===== src/rtl/riscv_wb_pkg.sv =====
// Shared encodings for the writeback stage: result source, load size and FSM state.
package riscv_wb_pkg;
  localparam int XLEN   = 32;
  localparam int REG_AW = 5;

  typedef enum logic [1:0] {
    WB_ALU  = 2'b00,
    WB_LOAD = 2'b01,
    WB_PC4  = 2'b10,
    WB_CSR  = 2'b11
  } wb_sel_e;

  typedef enum logic [1:0] {
    LS_BYTE = 2'b00,
    LS_HALF = 2'b01,
    LS_WORD = 2'b10,
    LS_RSVD = 2'b11
  } load_size_e;

  typedef enum logic {
    ST_IDLE      = 1'b0,
    ST_WAIT_LOAD = 1'b1
  } wb_state_e;
endpackage


===== src/rtl/writeback_unit_if.sv =====
// Memory-stage to writeback handshake plus the register-file write port.
interface writeback_unit_if;
  import riscv_wb_pkg::*;

  logic              valid_in;
  logic              ready_out;
  logic              flush_in;
  logic [REG_AW-1:0] rd_addr_in;
  logic              wr_en_in;
  logic [1:0]        wb_sel_in;
  logic [1:0]        load_size_in;
  logic              load_unsigned_in;
  logic [1:0]        addr_lsb_in;
  logic [XLEN-1:0]   alu_result_in;
  logic [XLEN-1:0]   pc_plus_4_in;
  logic [XLEN-1:0]   csr_data_in;
  logic              mem_ack_in;
  logic [XLEN-1:0]   load_data_in;
  logic [REG_AW-1:0] rd_addr_out;
  logic              wr_en_out;
  logic [XLEN-1:0]   rd_out;
  logic              misaligned_out;

  modport slave (
    input  valid_in, flush_in, rd_addr_in, wr_en_in, wb_sel_in, load_size_in,
           load_unsigned_in, addr_lsb_in, alu_result_in, pc_plus_4_in,
           csr_data_in, mem_ack_in, load_data_in,
    output ready_out, rd_addr_out, wr_en_out, rd_out, misaligned_out
  );

  modport master (
    output valid_in, flush_in, rd_addr_in, wr_en_in, wb_sel_in, load_size_in,
           load_unsigned_in, addr_lsb_in, alu_result_in, pc_plus_4_in,
           csr_data_in, mem_ack_in, load_data_in,
    input  ready_out, rd_addr_out, wr_en_out, rd_out, misaligned_out
  );
endinterface


===== src/rtl/load_align.sv =====
// Combinational load formatter: lane select, sign/zero extension and alignment check.
module load_align
  import riscv_wb_pkg::*;
(
  input  logic [XLEN-1:0] raw_in,
  input  logic [1:0]      size_in,
  input  logic            unsigned_in,
  input  logic [1:0]      lsb_in,
  output logic [XLEN-1:0] data_out,
  output logic            misaligned_out
);
  logic [7:0]  byte_sel;
  logic [15:0] half_sel;

  always_comb begin
    byte_sel       = raw_in[8*lsb_in +: 8];
    half_sel       = lsb_in[1] ? raw_in[31:16] : raw_in[15:0];
    data_out       = '0;
    misaligned_out = 1'b0;
    case (size_in)
      LS_BYTE: data_out = {{24{byte_sel[7] & ~unsigned_in}}, byte_sel};
      LS_HALF: begin
        data_out       = {{16{half_sel[15] & ~unsigned_in}}, half_sel};
        misaligned_out = lsb_in[0];
      end
      LS_WORD: begin
        data_out       = raw_in;
        misaligned_out = |lsb_in;
      end
      default: misaligned_out = 1'b1;
    endcase
  end
endmodule


===== src/rtl/writeback_unit.sv =====
// Writeback stage: selects the result, waits for load data and drives the register-file write port.
// state        | meaning
// ST_IDLE      | accepting one instruction per cycle
// ST_WAIT_LOAD | aligned load accepted, holding controls until mem_ack_in or flush_in
module writeback_unit
  import riscv_wb_pkg::*;
(
  input logic              clk_in,
  input logic              reset_in,
  writeback_unit_if.slave  wb
);
  wb_state_e         state;
  logic              ready;
  logic              accept;
  logic [XLEN-1:0]   result_sel;
  logic [REG_AW-1:0] held_rd_addr;
  logic              held_wr_en;
  logic [1:0]        held_size;
  logic              held_unsigned;
  logic [1:0]        held_lsb;
  logic [1:0]        align_size;
  logic              align_unsigned;
  logic [1:0]        align_lsb;
  logic [XLEN-1:0]   align_data;
  logic              align_misaligned;

  assign ready        = (state == ST_IDLE) && !reset_in;
  assign wb.ready_out = ready;
  assign accept       = wb.valid_in && ready && !wb.flush_in;

  // In IDLE the aligner only judges alignment of the offered load; in WAIT_LOAD it formats the data.
  assign align_size     = (state == ST_IDLE) ? wb.load_size_in     : held_size;
  assign align_unsigned = (state == ST_IDLE) ? wb.load_unsigned_in : held_unsigned;
  assign align_lsb      = (state == ST_IDLE) ? wb.addr_lsb_in      : held_lsb;

  load_align u_load_align (
    .raw_in         (wb.load_data_in),
    .size_in        (align_size),
    .unsigned_in    (align_unsigned),
    .lsb_in         (align_lsb),
    .data_out       (align_data),
    .misaligned_out (align_misaligned)
  );

  always_comb begin
    result_sel = wb.alu_result_in;
    case (wb.wb_sel_in)
      WB_PC4:  result_sel = wb.pc_plus_4_in;
      WB_CSR:  result_sel = wb.csr_data_in;
      default: result_sel = wb.alu_result_in;
    endcase
  end

  always_ff @(posedge clk_in or posedge reset_in) begin
    if (reset_in) begin
      state             <= ST_IDLE;
      wb.rd_out         <= '0;
      wb.rd_addr_out    <= '0;
      wb.wr_en_out      <= 1'b0;
      wb.misaligned_out <= 1'b0;
      held_rd_addr      <= '0;
      held_wr_en        <= 1'b0;
      held_size         <= '0;
      held_unsigned     <= 1'b0;
      held_lsb          <= '0;
    end else begin
      wb.wr_en_out      <= 1'b0;
      wb.misaligned_out <= 1'b0;
      case (state)
        ST_IDLE: begin
          if (accept) begin
            if (wb.wb_sel_in == WB_LOAD) begin
              if (align_misaligned) begin
                wb.misaligned_out <= 1'b1;
              end else begin
                state         <= ST_WAIT_LOAD;
                held_rd_addr  <= wb.rd_addr_in;
                held_wr_en    <= wb.wr_en_in;
                held_size     <= wb.load_size_in;
                held_unsigned <= wb.load_unsigned_in;
                held_lsb      <= wb.addr_lsb_in;
              end
            end else if (wb.wr_en_in && (wb.rd_addr_in != '0)) begin
              wb.wr_en_out   <= 1'b1;
              wb.rd_addr_out <= wb.rd_addr_in;
              wb.rd_out      <= result_sel;
            end
          end
        end
        ST_WAIT_LOAD: begin
          if (wb.flush_in) begin
            state <= ST_IDLE;
          end else if (wb.mem_ack_in) begin
            state <= ST_IDLE;
            if (held_wr_en && (held_rd_addr != '0)) begin
              wb.wr_en_out   <= 1'b1;
              wb.rd_addr_out <= held_rd_addr;
              wb.rd_out      <= align_data;
            end
          end
        end
        default: state <= ST_IDLE;
      endcase
    end
  end
endmodule


===== src/flat_wrapper.sv =====
// flat-port wrapper written by rule: the top's interface ports become plain ports
module writeback_unit_flat import riscv_wb_pkg::*;
  (clk_in, reset_in, wb_valid_in, wb_flush_in, wb_rd_addr_in, wb_wr_en_in, wb_wb_sel_in, wb_load_size_in, wb_load_unsigned_in, wb_addr_lsb_in, wb_alu_result_in, wb_pc_plus_4_in, wb_csr_data_in, wb_mem_ack_in, wb_load_data_in, wb_ready_out, wb_rd_addr_out, wb_wr_en_out, wb_rd_out, wb_misaligned_out);
  writeback_unit_if wb_i ();
  input logic clk_in;
  input logic reset_in;
  input wire logic [$bits(wb_i.valid_in)-1:0] wb_valid_in;
  input wire logic [$bits(wb_i.flush_in)-1:0] wb_flush_in;
  input wire logic [$bits(wb_i.rd_addr_in)-1:0] wb_rd_addr_in;
  input wire logic [$bits(wb_i.wr_en_in)-1:0] wb_wr_en_in;
  input wire logic [$bits(wb_i.wb_sel_in)-1:0] wb_wb_sel_in;
  input wire logic [$bits(wb_i.load_size_in)-1:0] wb_load_size_in;
  input wire logic [$bits(wb_i.load_unsigned_in)-1:0] wb_load_unsigned_in;
  input wire logic [$bits(wb_i.addr_lsb_in)-1:0] wb_addr_lsb_in;
  input wire logic [$bits(wb_i.alu_result_in)-1:0] wb_alu_result_in;
  input wire logic [$bits(wb_i.pc_plus_4_in)-1:0] wb_pc_plus_4_in;
  input wire logic [$bits(wb_i.csr_data_in)-1:0] wb_csr_data_in;
  input wire logic [$bits(wb_i.mem_ack_in)-1:0] wb_mem_ack_in;
  input wire logic [$bits(wb_i.load_data_in)-1:0] wb_load_data_in;
  output wire logic [$bits(wb_i.ready_out)-1:0] wb_ready_out;
  output wire logic [$bits(wb_i.rd_addr_out)-1:0] wb_rd_addr_out;
  output wire logic [$bits(wb_i.wr_en_out)-1:0] wb_wr_en_out;
  output wire logic [$bits(wb_i.rd_out)-1:0] wb_rd_out;
  output wire logic [$bits(wb_i.misaligned_out)-1:0] wb_misaligned_out;
  assign wb_i.valid_in = wb_valid_in;
  assign wb_i.flush_in = wb_flush_in;
  assign wb_i.rd_addr_in = wb_rd_addr_in;
  assign wb_i.wr_en_in = wb_wr_en_in;
  assign wb_i.wb_sel_in = wb_wb_sel_in;
  assign wb_i.load_size_in = wb_load_size_in;
  assign wb_i.load_unsigned_in = wb_load_unsigned_in;
  assign wb_i.addr_lsb_in = wb_addr_lsb_in;
  assign wb_i.alu_result_in = wb_alu_result_in;
  assign wb_i.pc_plus_4_in = wb_pc_plus_4_in;
  assign wb_i.csr_data_in = wb_csr_data_in;
  assign wb_i.mem_ack_in = wb_mem_ack_in;
  assign wb_i.load_data_in = wb_load_data_in;
  assign wb_ready_out = wb_i.ready_out;
  assign wb_rd_addr_out = wb_i.rd_addr_out;
  assign wb_wr_en_out = wb_i.wr_en_out;
  assign wb_rd_out = wb_i.rd_out;
  assign wb_misaligned_out = wb_i.misaligned_out;
  writeback_unit u_core (.clk_in(clk_in), .reset_in(reset_in), .wb(wb_i));
endmodule

===== config.mk =====
export PLATFORM = sky130hd
export DESIGN_NAME = writeback_unit_flat
export DESIGN_NICKNAME = d
export VERILOG_FILES = /design/src/rtl/riscv_wb_pkg.sv /design/src/rtl/writeback_unit_if.sv /design/src/rtl/load_align.sv /design/src/rtl/writeback_unit.sv /design/src/flat_wrapper.sv
export SDC_FILE = /design/constraint.sdc
export NUM_CORES = 1
export LEC_CHECK = 0
export ABC_CLOCK_PERIOD_IN_PS = 2940
export CORE_MARGIN = 5
export CORE_UTILIZATION = 40
export DETAILED_ROUTE_END_ITERATION = 8
export PLACE_DENSITY = 0.82
export SLEW_MARGIN = 10
export SYNTH_ARGS = -nofsm -noshare
export SYNTH_HDL_FRONTEND = slang
export SYNTH_SLANG_ARGS = --single-unit

===== constraint.sdc =====
create_clock -name clk_in -period 2.94 [get_ports clk_in]
set_clock_uncertainty 0.05 [all_clocks]
set_input_delay 0.588 -clock clk_in [delete_from_list [all_inputs] [get_ports clk_in]]
set_output_delay 0.588 -clock clk_in [all_outputs]
set_load 0.02 [all_outputs]

======== Word-level counts from Yosys, hierarchy flattened ========
Index checks and enable logic that the tools add are counted.
storage, ports and cells
  memories ................................ 0
  output and inout port bits .............. 40
  bits in writable memories ............... 0
  register bits after elaboration ......... 51
  input bits .............................. 146
  latch bits .............................. 0
  bits in read-only memories .............. 0
operators by class
  order comparisons ....................... 0
  div/mod/pow operators ................... 0
  shifts and indexed selects .............. 1
  bitwise gates (word level) .............. 5
  multipliers ............................. 0
  add/subtract/negate cells ............... 0
  reductions and logical operators ........ 13
  eq/ne operators ......................... 11
  multiplexer cells ....................... 38
operators with widths
  cell                                                 number
  2-to-1 mux 32 bit                                    6
  one-hot mux 32 bit (2 select lines)                  2
  one-hot mux 32 bit (3 select lines)                  1
  indexed part select 32 x 6 -> 8 bit                  1
  2-to-1 mux 5 bit                                     6
  2-to-1 mux 1 bit                                     16
  2-to-1 mux 16 bit                                    1
  != test 2 bit, second input constant                 5
  one-hot mux 5 bit (2 select lines)                   1
  nonzero test 5 bit                                   2
  equality test 2 bit, second input constant           3
  AND reduction 6 bit                                  1
  logical AND 1 bit                                    5
  equality test 2 x 1 -> 1 bit, second input constant  2
  2-to-1 mux 2 bit                                     2
  one-hot mux 1 bit (2 select lines)                   2
  AND reduction 4 bit                                  1
  inverter 1 bit                                       3
  one-hot mux 1 bit (3 select lines)                   1
  bitwise AND 1 bit                                    2
  zero test 1 bit                                      2
  zero test 2 bit                                      1
  != test 2 x 1 -> 1 bit, second input constant        1
  OR reduction 2 bit                                   1

======== Logic depth before layout (Yosys ltp) ========
  word-level depth ........................ 8
  mapped depth ............................ 8
  depth with buffers taken out ............ 6

======== Hierarchy ========
A second synthesis with hierarchy kept.
unflattened totals
  cells, all modules ...................... 348
  area, all modules ....................... 3777.4 um^2
by module, submodules not included
  module          cells an instance  instances  area each (um^2)
  writeback_unit  241                1          2930.3
  load_align      107                1          847.1

======== Worst setup path after synthesis ========
Ideal clock, no wire load.
  kind .................................... input-to-reg
  from .................................... in wb_addr_lsb_in[0]
  to ...................................... reg u_core.wb.rd_out[17]
  data arrival time ....................... 2133 ps
  path slack .............................. 616 ps
  path buffers ............................ 2
  stages on the path ...................... 8
  setup time .............................. 141 ps
  path through ............................ mux2i_1 mux4_2 and3_1 buf_6 a21o_4 buf_6 o21ai_1 a31oi_1
between the ends
  word-level cells in the longest chain between the ends .. 8
RTL lines
  element                              line                     source
  from (decl)                          flat_wrapper.sv:14       input wire logic [$bits(wb_i.addr_lsb_in)-1:0] wb_addr_lsb_in;
  2-to-1 mux 2 bit                     writeback_unit.sv:34     assign align_lsb = (state == ST_IDLE) ? wb.addr_lsb_in : held_lsb;
  indexed part select 32 x 6 -> 8 bit  load_align.sv:16         byte_sel = raw_in[8*lsb_in +: 8];
  bitwise AND 1 bit                    load_align.sv:21         LS_BYTE: data_out = {{24{byte_sel[7] & ~unsigned_in}}, byte_sel};
  one-hot mux 32 bit (3 select lines)  load_align.sv:20         case (size_in)
  2-to-1 mux 32 bit                    writeback_unit.sv:95     if (held_wr_en && (held_rd_addr != '0)) begin
  2-to-1 mux 32 bit                    writeback_unit.sv:93     end else if (wb.mem_ack_in) begin
  2-to-1 mux 32 bit                    writeback_unit.sv:91     if (wb.flush_in) begin
  one-hot mux 32 bit (2 select lines)  writeback_unit.sv:69     case (state)
  to (signal assigned)                 writeback_unit.sv:86     wb.rd_out <= result_sel;
  to (signal assigned)                 writeback_unit.sv:98     wb.rd_out <= align_data;
  to (decl)                            writeback_unit_if.sv:28  output ready_out, rd_addr_out, wr_en_out, rd_out, misaligned_out
Every way passes these cells. The select of a mux whose other input is x is not followed.
A chain may end at the register's enable or synchronous reset.

======== Final worst setup path ========
  from .................................... in wb_load_size_in[1]
  to ...................................... reg u_core.wb.rd_out[9]
between the ends
  word-level cells in the longest chain between the ends .. 7
RTL lines
  element                                            line                  source
  from (decl)                                        flat_wrapper.sv:12    input wire logic [$bits(wb_i.load_size_in)-1:0] wb_load_size_in;
  2-to-1 mux 2 bit *                                 writeback_unit.sv:32  assign align_size = (state == ST_IDLE) ? wb.load_size_in : held_size;
  equality test 2 bit, or another cell as far along  load_align.sv:20
  one-hot mux 32 bit (3 select lines) *              load_align.sv:20
  2-to-1 mux 32 bit *                                writeback_unit.sv:95
  2-to-1 mux 32 bit *                                writeback_unit.sv:93
  2-to-1 mux 32 bit *                                writeback_unit.sv:91
  one-hot mux 32 bit (2 select lines) *              writeback_unit.sv:69
Mark *: on every way between the ends. The rest lies on a longest branch, timed or not. The select of a mux whose other input is x is not followed.

==> metrics <==
Worst-path clk slew=0.10 ns; RD Place Congestion=0.918; leak pwr=2.25 nW; Final min period=2.58 ns; layout overhead on the synthesized area=59.9%; Post-synth EDFFs=0; initial antenna violation count=0; flops & latches, synth=51; max-cap check violation count=0; synthesized area=0.00346 sq mm; commonest non-fill, non-tap cells in the layout=clkdlybuf4s50_1 (183), nor2_1 (56), dfrtp_1 (50); syn_area_per_cell=9.18 sq um; outcome=completed; CP startpoint=wb_load_size_in[1]; routing usage on met2=0.400; CTS root buf=clkbuf_8; Final Power=2.42 mW; RR Startpoint=u_core.state; Crit. End Element=register; n_diodes=0; first-pass GRT wire length=18700 microns; post_cts resized=0; Async SR Flop Fraction=1.00; H-tree Lvls=2; met3 usage=0.0501; Post-Syn Nets=523; worst hold path class=reg2reg; Yosys top cell area share=0.369; Starting Density=0.403; Core Region=0.00859 sq mm; IO Pins=186; Tightest Pin Transition=1.07 ns; clk sinks=51; Setup-failing EPs final=0; GR peak layer=met2; IO buf count=185; CP Data Arrival Time=2.74 ns; drt drc=0; dpl hpwl=10000 microns; met1 GRT Util=0.273; dpl cells=653; 1st-pass router iterations=7; Synth warnings=0; top cells by area, synth=dfrtp_1 (37%), mux2i_1 (12%), nor2_1 (6.1%), mux2_2 (5.5%), a2111oi_0 (4.1%); die width=103 microns; CP startpoint kind=primary input; Die H=103 microns; largest net degree at the start of global routing=41; Fillers=712; Tot GR Track Use=0.225; # nets final=698; initial DRC count=214; Final WS setup=0.365 ns; hold_sp=u_core.wb.rd_addr_out[3]; # Post-CTS Setup Buffers=0; row count=34; Crit Path Class=in2reg; Crit Path Max Fanout=9; leading cell type in the layout, fill and taps excluded=clkdlybuf4s50_1; post-route ant nets=0; Hold Vio Cnt, Final=0; ratio of cells with drive above 1 in the final layout=0.0868; DR WL/cell=19.1 microns; Primary FF master, synth=dfrtp_1; CP Data Required Time=3.10 ns; Netlist cell types=44; Synth Instances=377; Placement Cell Area=0.00544 sq mm; sequential area share after synthesis=0.369; highest clock rate=388 MHz; CTS tree=built; Final Non-Filler Cells=661; Post-Route WL=12600 microns; Skew-Pair Late Insertion Delay=0.30 ns; vias post-DR=3717; vias in the first global route=3698; Synth area leader=dfrtp_1; Die Area=0.0106 sq mm; final slew viol count=0; number of CTS-inserted buffers=5; post-route cell area=0.00553 sq mm; Slew HR=0.276; CTS Buffer Depth=2; Pwr Density=438 mW/mm^2; CTS Hold Bufs=0; crit share post-route=0.876; routed vias/inst=5.62; IR drop worst, VDD=325 uV; final setup TNS=0 ns; dpl ws=0.0590 ns; grt total ovfl=0; unrepaired setup endpoints after global routing=false
state kept, by name (all words and copies together), names as in the netlist:
register,flops
u_core.held_lsb,2
u_core.held_size,2
u_core.wb.rd_out,32
u_core.held_wr_en,1
u_core.held_unsigned,1
u_core.held_rd_addr,5
u_core.state,1
u_core.wb.misaligned_out,1
u_core.wb.rd_addr_out,5
u_core.wb.wr_en_out,1
path summary, 6_finish.rpt:
| check | to | slack, ns | cells past startpoint |
|---|---|---|---|
| max | u_core.wb.rd_out[9] | 0.36 | 5 |
| min | u_core.wb.rd_addr_out[3] | 0.44 | 2 |
| max reg2reg | u_core.wb.rd_out[9] | 0.40 | 6 |
| min reg2reg | u_core.wb.rd_addr_out[3] | 0.44 | 2 |
| max in group asynchronous | u_core.wb.rd_addr_out[4] | 1.62 | 3 |
| min in group asynchronous | u_core.wb.misaligned_out | 0.66 | 2 |
where the power goes:
group / internal (mW) / switching [mW]
Sequential: 0.857 / 0.0959
Clock: 0.194 / 0.239
Combinational: 0.565 / 0.471
Total: 1.62 / 0.806
Yosys cell counts, types with 9 or more instances:
master and instances:
dfrtp_1 51, mux2i_1 41, nor2_1 56, buf_2 9
mux2_2 17, clkbuf_1 17, o21ai_1 11, a21oi_1 19
nor2b_1 13, a2111oi_0 16, o21ai_0 28, a31oi_1 17
a211o_1 16
kinds of logic after synthesis:
kind of cell           synth area share
buffers and inverters            0.0477
flip-flops                        0.369
multiplexers                      0.180
AND/OR/NAND/NOR                   0.135
AO/OA/AOI/OAI                     0.268
worst max-delay path, stage by stage:
cell	delay [ns]
clkdlybuf4s50_1	0.53
nand2b_1	0.22
o311ai_1	0.88
a221oi_1	0.30
o21ai_0	0.22
layout make-up:
type                       count  area (sq um)  area share
timing repair buffer         200          1990       0.360
sequential                    51          1280       0.231
clock buffer                   7          86.3      0.0156
tap                          108           135      0.0244
multi-input combinational    290          2020       0.365
inverter                       4          15.0     0.00271
clock inverter                 1          8.76     0.00158
through the flow:
step / hold slack (ns) / util
2_1_floorplan: 0.430 / -
3_3_place_gp: 0.416 / 0.633
3_5_place_dp: 0.424 / 0.633
4_1_cts: 0.447 / 0.644
5_1_grt: 0.475 / 0.644
6_report: 0.444 / 0.644
metal layers:
metal,part of all wire,vias to the layer above
met5,0,-
met3,0.089,18
met1,0.39,1768
met2,0.51,146
li1,-,1785
met4,0.018,0
Power figures use the tool's default switching activity.
